<file path="src/rtl/banco_registradores_if.sv">
// Register bank bus interface.
// Groups every non-clock/non-reset signal of banco_registradores.
//   master : the side that issues writes/reads (testbench or upstream logic)
//   slave  : the register bank itself
// Signals:
//   load, addrWrite        addressed write strobe and target entry
//   push                   write at the circular head pointer
//   dataIn                 write data for load or push
//   addrReadA/B            read addresses for ports A and B
//   dataOutA/B, validA/B   registered read data and entry valid bits
//   head, count, full      circular pointer, number of valid entries, full flag
interface banco_registradores_if #(
  parameter int BITS = 63,
  parameter int ADDR = 3
);
  logic            load;
  logic [ADDR-1:0] addrWrite;
  logic            push;
  logic [BITS:0]   dataIn;
  logic [ADDR-1:0] addrReadA;
  logic [ADDR-1:0] addrReadB;
  logic [BITS:0]   dataOutA;
  logic [BITS:0]   dataOutB;
  logic            validA;
  logic            validB;
  logic [ADDR-1:0] head;
  logic [ADDR:0]   count;
  logic            full;

  modport master (
    output load, addrWrite, push, dataIn, addrReadA, addrReadB,
    input  dataOutA, dataOutB, validA, validB, head, count, full
  );

  modport slave (
    input  load, addrWrite, push, dataIn, addrReadA, addrReadB,
    output dataOutA, dataOutB, validA, validB, head, count, full
  );
endinterface

</file>
<file path="src/rtl/banco_registradores.sv">
// Register bank with DEPTH entries of BITS+1 bits, one valid bit per entry,
// an addressed write (load), a circular write (push) and two registered
// read ports with write-first bypass.
// Ports:
//   clk    single clock, all state changes on its rising edge
//   reset  synchronous active-high reset, clears every entry and output
//   bus    banco_registradores_if slave modport (see interface header)
module banco_registradores #(
  parameter int BITS  = 63,
  parameter int DEPTH = 8,
  parameter int ADDR  = 3
) (
  input logic                  clk,
  input logic                  reset,
  banco_registradores_if.slave bus
);

  localparam logic [ADDR:0] FULL_CNT = (ADDR + 1)'(DEPTH);

  logic [BITS:0]    mem_q [DEPTH];
  logic [DEPTH-1:0] vld_q;
  logic [ADDR-1:0]  head_q;
  logic [ADDR:0]    count_q;

  logic             we_p0;
  logic [ADDR-1:0]  waddr_p0;
  logic [BITS:0]    rda_p0, rdb_p0;
  logic             rva_p0, rvb_p0;

  logic [BITS:0]    rda_p1, rdb_p1;
  logic             vld_a_p1, vld_b_p1;

  // ---- stage p0: write decode and read mux with write-first bypass ----
  // push wins over load, so the write address follows head whenever push is set.
  always_comb begin
    we_p0    = bus.load | bus.push;
    waddr_p0 = bus.push ? head_q : bus.addrWrite;

    rva_p0 = vld_q[bus.addrReadA];
    rda_p0 = rva_p0 ? mem_q[bus.addrReadA] : '0;
    if (we_p0 && (bus.addrReadA == waddr_p0)) begin
      rda_p0 = bus.dataIn;
      rva_p0 = 1'b1;
    end

    rvb_p0 = vld_q[bus.addrReadB];
    rdb_p0 = rvb_p0 ? mem_q[bus.addrReadB] : '0;
    if (we_p0 && (bus.addrReadB == waddr_p0)) begin
      rdb_p0 = bus.dataIn;
      rvb_p0 = 1'b1;
    end
  end

  // ---- stage p1: storage update and registered read outputs ----
  always_ff @(posedge clk) begin
    if (reset) begin
      for (int i = 0; i < DEPTH; i++) mem_q[i] <= '0;
      vld_q    <= '0;
      head_q   <= '0;
      count_q  <= '0;
      rda_p1   <= '0;
      rdb_p1   <= '0;
      vld_a_p1 <= 1'b0;
      vld_b_p1 <= 1'b0;
    end else begin
      if (we_p0) begin
        mem_q[waddr_p0] <= bus.dataIn;
        vld_q[waddr_p0] <= 1'b1;
        // Only a first write to an entry adds to the population.
        if (!vld_q[waddr_p0] && (count_q != FULL_CNT))
          count_q <= count_q + (ADDR + 1)'(1);
        // ADDR bits cover exactly DEPTH entries, so the add wraps by itself.
        if (bus.push)
          head_q <= head_q + ADDR'(1);
      end
      rda_p1   <= rda_p0;
      rdb_p1   <= rdb_p0;
      vld_a_p1 <= rva_p0;
      vld_b_p1 <= rvb_p0;
    end
  end

  assign bus.dataOutA = rda_p1;
  assign bus.dataOutB = rdb_p1;
  assign bus.validA   = vld_a_p1;
  assign bus.validB   = vld_b_p1;
  assign bus.head     = head_q;
  assign bus.count    = count_q;
  assign bus.full     = (count_q == FULL_CNT);

endmodule
</file>
<file path="src/flat_wrapper.sv">
// flat-port wrapper written by rule: the top's interface ports become plain ports
module banco_registradores_flat 
#(
  parameter int BITS  = 63,
  parameter int DEPTH = 8,
  parameter int ADDR  = 3
)
  (clk, reset, bus_load, bus_addrWrite, bus_push, bus_dataIn, bus_addrReadA, bus_addrReadB, bus_dataOutA, bus_dataOutB, bus_validA, bus_validB, bus_head, bus_count, bus_full);
  banco_registradores_if #(.BITS(BITS), .ADDR(ADDR)) bus_i ();
  input logic clk;
  input logic reset;
  input wire logic [$bits(bus_i.load)-1:0] bus_load;
  input wire logic [$bits(bus_i.addrWrite)-1:0] bus_addrWrite;
  input wire logic [$bits(bus_i.push)-1:0] bus_push;
  input wire logic [$bits(bus_i.dataIn)-1:0] bus_dataIn;
  input wire logic [$bits(bus_i.addrReadA)-1:0] bus_addrReadA;
  input wire logic [$bits(bus_i.addrReadB)-1:0] bus_addrReadB;
  output wire logic [$bits(bus_i.dataOutA)-1:0] bus_dataOutA;
  output wire logic [$bits(bus_i.dataOutB)-1:0] bus_dataOutB;
  output wire logic [$bits(bus_i.validA)-1:0] bus_validA;
  output wire logic [$bits(bus_i.validB)-1:0] bus_validB;
  output wire logic [$bits(bus_i.head)-1:0] bus_head;
  output wire logic [$bits(bus_i.count)-1:0] bus_count;
  output wire logic [$bits(bus_i.full)-1:0] bus_full;
  assign bus_i.load = bus_load;
  assign bus_i.addrWrite = bus_addrWrite;
  assign bus_i.push = bus_push;
  assign bus_i.dataIn = bus_dataIn;
  assign bus_i.addrReadA = bus_addrReadA;
  assign bus_i.addrReadB = bus_addrReadB;
  assign bus_dataOutA = bus_i.dataOutA;
  assign bus_dataOutB = bus_i.dataOutB;
  assign bus_validA = bus_i.validA;
  assign bus_validB = bus_i.validB;
  assign bus_head = bus_i.head;
  assign bus_count = bus_i.count;
  assign bus_full = bus_i.full;
  banco_registradores #(.BITS(BITS), .DEPTH(DEPTH), .ADDR(ADDR)) u_core (.clk(clk), .reset(reset), .bus(bus_i));
endmodule
</file>
<file path="config.mk">
export PLATFORM = sky130hd
export DESIGN_NAME = banco_registradores_flat
export DESIGN_NICKNAME = d
export VERILOG_FILES = /design/src/rtl/banco_registradores_if.sv /design/src/rtl/banco_registradores.sv /design/src/flat_wrapper.sv
export SDC_FILE = /design/constraint.sdc
export NUM_CORES = 1
export LEC_CHECK = 0
export CORE_AREA = 3 3 234 236
export CTS_BUF_LIST = sky130_fd_sc_hd__clkbuf_8
export DETAILED_ROUTE_END_ITERATION = 8
export DIE_AREA = 0 0 237 239
export PLACE_DENSITY_LB_ADDON = 0.15
export SLEW_MARGIN = 20
export SYNTH_ARGS = -nofsm -noshare
export SYNTH_HDL_FRONTEND = slang
export SYNTH_SLANG_ARGS = --single-unit
</file>
<file path="constraint.sdc">
create_clock -name clk -period 7.4 [get_ports clk]
set_input_delay 1.48 -clock clk [delete_from_list [all_inputs] [get_ports clk]]
set_output_delay 1.48 -clock clk [all_outputs]
set_load 0.01 [all_outputs]
</file>
==> key figures <==
Die
  • I/O Pins: around 220
  • FP Rows: 84
  • Initial Util: 0.599
  • Die Ht: 239 µm
  • Die Area: about 0.057 mm²
  • Core Box Area: approximately 0.053 mm²
  • DIE WIDTH: 237 µm

Worst setup path
  • CP required: 7.95 ns
  • Worst setup EP type: flip-flop
  • Critical path fanouts, max: between 70 and 80
  • CP Launch Type: input pin
  • Critical setup path kind: input pin to flip-flop
  • Worst Path Arrival: 5.09 ns

Power and ir drop
  • Leak: 14.9 nW
  • Power density over cell area: 230 mW/mm²
  • Max rail drop VDD: 0.000148 V

Cells and area
  • Fraction of layout cells with a size suffix above 1: 0.205
  • Area Overhead vs Synth: 15.0%
  • Net count, final: 2380

Timing
  • Max frequency: roughly 220 MHz
  • Max transition margin: 0.284
  • Final setup TNS: 0 ns
  • Worst-Margin Slew: roughly 1.1 ns
  • Tcrit/Tclk final: 0.613
  • Clk_skew: 0.0358 ns
  • Max-slew violations: 0
  • Setup WS post-layout: 2.86 ns
  • Final hold violations: 0
  • Unrepaired setup endpoints after global routing: false
  • Final setup fails: 0
  • Min Tclk post-route: 4.54 ns

Clocking
  • Total CTS buffers: 108
  • H-tree depth: 3
  • Cts hold-fix bufs: 0
  • Clock Tree Buf Depth: 3
  • Clock sinks: 657
  • Reg clk slew, reported paths: about 0.06 ns
  • Clk_lat worst skew: between 0.7 and 0.8 ns
  • Clock root buffer: clkbuf_8
  • Postcts setup bufs: 0
  • TritonCTS clock tree: built
  • Cts repair resizes: 0

Synth
  • Distinct cells, synth: 51
  • Top_reg_cell synth: edfxtp_1
  • Synth Area in Simple Gates: 0.129
  • Synthesized-area fraction occupied by adder cells: 0.00119
  • Synth top area cells: edfxtp_1, mux4_2, and3_1
  • Sequential fraction of the synthesis area: 0.579
  • Post-synthesis mux area share: 0.229
  • Compound-gate portion of the synthesized area: 0.0292
  • XOR/XNOR share of the synthesized area: 0.00242
  • Ys async rst share: 0
  • Mean post-synth cell area: 14.7 µm²
  • Post-Syn Instances: 2150
  • FF+latch count, synth: roughly 660
  • Top cells by count, synth: and3_1, edfxtp_1, mux4_2
  • Mapped Area: 0.0316 mm²
  • Synthesized Nets: 2230
  • Yosys top cell area share: 0.487
  • Yosys warns: 0
  • Post-synth EDFFs: 512
  • Yosys top cell by area: edfxtp_1
  • Largest family of logic cells by synthesized area: multiplexers

Route
  • DR WL/cell: around 28 µm
  • Met2 WL: 41.2 mm
  • Final wirelength: 84.9 mm
  • Drc violations: 0
  • Highest Signal Layer: met5
  • Antenna-violating nets left: 0
  • Metal-1 WL: 33.2 mm
  • DR vias: 20.8k
  • Starting DRT DRC Count: ~2.3k
  • Via density: 6.76
  • TritonRoute pass-1 iters: 5
  • Routed met3 length: a little over 8 mm

Job
  • Max cap viols: 0

Global routing
  • Initial antenna violation count: 4
  • First-pass GRT wire length: 130 mm
  • GRT overflow: 0
  • Number of global-route vias before repair: 21.7k
  • Tot GR Track Use: 0.301
  • Largest net degree at the start of global routing: roughly 130

Worst hold path
  • HP Class: flip-flop to flip-flop

Placement
  • Pre-CTS setup slack: 2.27 ns
  • Port Buffers: 214
  • Detailed placement HPWL: 47.7 mm
  • Gpl congestion: 0.783

Run status
  • Outcome: finished, final reports clean
==> stage by stage <==
stage               hold WS (ns)  cell area, µm²  utilization  power, W  std cells
detailed placement         0.493           34100        0.648   0.00528       2875
global route               0.539           36300        0.689   0.00861       3085
floorplan                  0.454           31600            -   0.00488       2150
CTS                        0.511           36200        0.688   0.00836       3080
finish                     0.516           36300        0.689   0.00834       3085
global placement           0.486           34000        0.645   0.00524       2869
==> logic make-up (layout without fill, tap and decap cells) <==
logic type / count (synthesis) / in the layout
xor+xnor: 7 / 7
other cells: 0 / 2
simple gates: 700 / 700
buf+inv: 225 / 470
fa+ha+maj: 3 / 3
flops: 657 / 657
mux: 395 / 395
compound gates: 163 / 163
==> sequential cells by signal, indices dropped and copies added (netlist names) <==
| register | flops |
|---|---|
| u_core.mem_q | 512 |
| u_core.bus.validB | 1 |
| u_core.bus.validA | 1 |
| u_core.bus.count | 4 |
| u_core.vld_q | 8 |
| u_core.bus.head | 3 |
| u_core.bus.dataOutB | 64 |
| u_core.bus.dataOutA | 64 |
==> layer usage <==
metal / vias up / track usage
met5: - / 0
met4: 4 / 0.0997
met3: 177 / 0.0646
met2: 1158 / 0.482
met1: 10700 / 0.417
li1: 8806 / -
==> worst paths after layout <==
check / start / end / slack, ns / cells past startpoint
worst min-delay path: u_core.vld_q[0]$_SDFFE_PP0N_ / u_core.vld_q[0]$_SDFFE_PP0N_ / 0.52 / 1
worst max register to register: u_core.bus.head[0]$_SDFFE_PP0P_ / u_core.mem_q[4][45]$_SDFFCE_PN0P_ / 4.14 / 5
worst min register to register: u_core.vld_q[0]$_SDFFE_PP0N_ / u_core.vld_q[0]$_SDFFE_PP0N_ / 0.52 / 1
worst max-delay path: reset / u_core.mem_q[4][45]$_SDFFCE_PN0P_ / 2.86 / 6
==> area by class of cell <==
cell class              count  area (µm²)
multi-input cells        1268       12400
repair buffers            259        2590
diodes                      2        5.00
fillers                  3504       16400
flip-flops and latches    657       18300
well taps                 688         861
inverters                   6        22.5
clock inverters            85         468
clock buffers             120        1650
==> worst max-delay path, cell delays in order <==
cell and delay, ns:
clkdlybuf4s50_1 0.76, buf_4 0.39, a21oi_4 0.75, buf_4 0.66, buf_4 0.69, and3_1 0.27
==> placed cells by master (no fill, tap or decap), types with 9 or more instances in the layout <==
cell             count
and3_1             512
edfxtp_1           512
mux4_2             260
clkdlybuf4s50_1    208
dfxtp_1            145
nand2_1            131
mux2i_1            129
clkbuf_8           120
o21ai_0            106
inv_1               43
buf_4               38
o21ai_1             23
clkinv_2            22
clkinv_1            19
a21o_1              11
nand3_1              9
==> report_power, final <==
part | switching [W] | leakage (nW) | internal (W) | total, W
Clock | 0.00148 | 1.24 | 0.00163 | 0.00312
Combinational | 0.000552 | 7.20 | 0.000422 | 0.000975
Sequential | 0.0000860 | 6.48 | 0.00416 | 0.00425
Note: power is estimated with default switching activity, not from simulation.
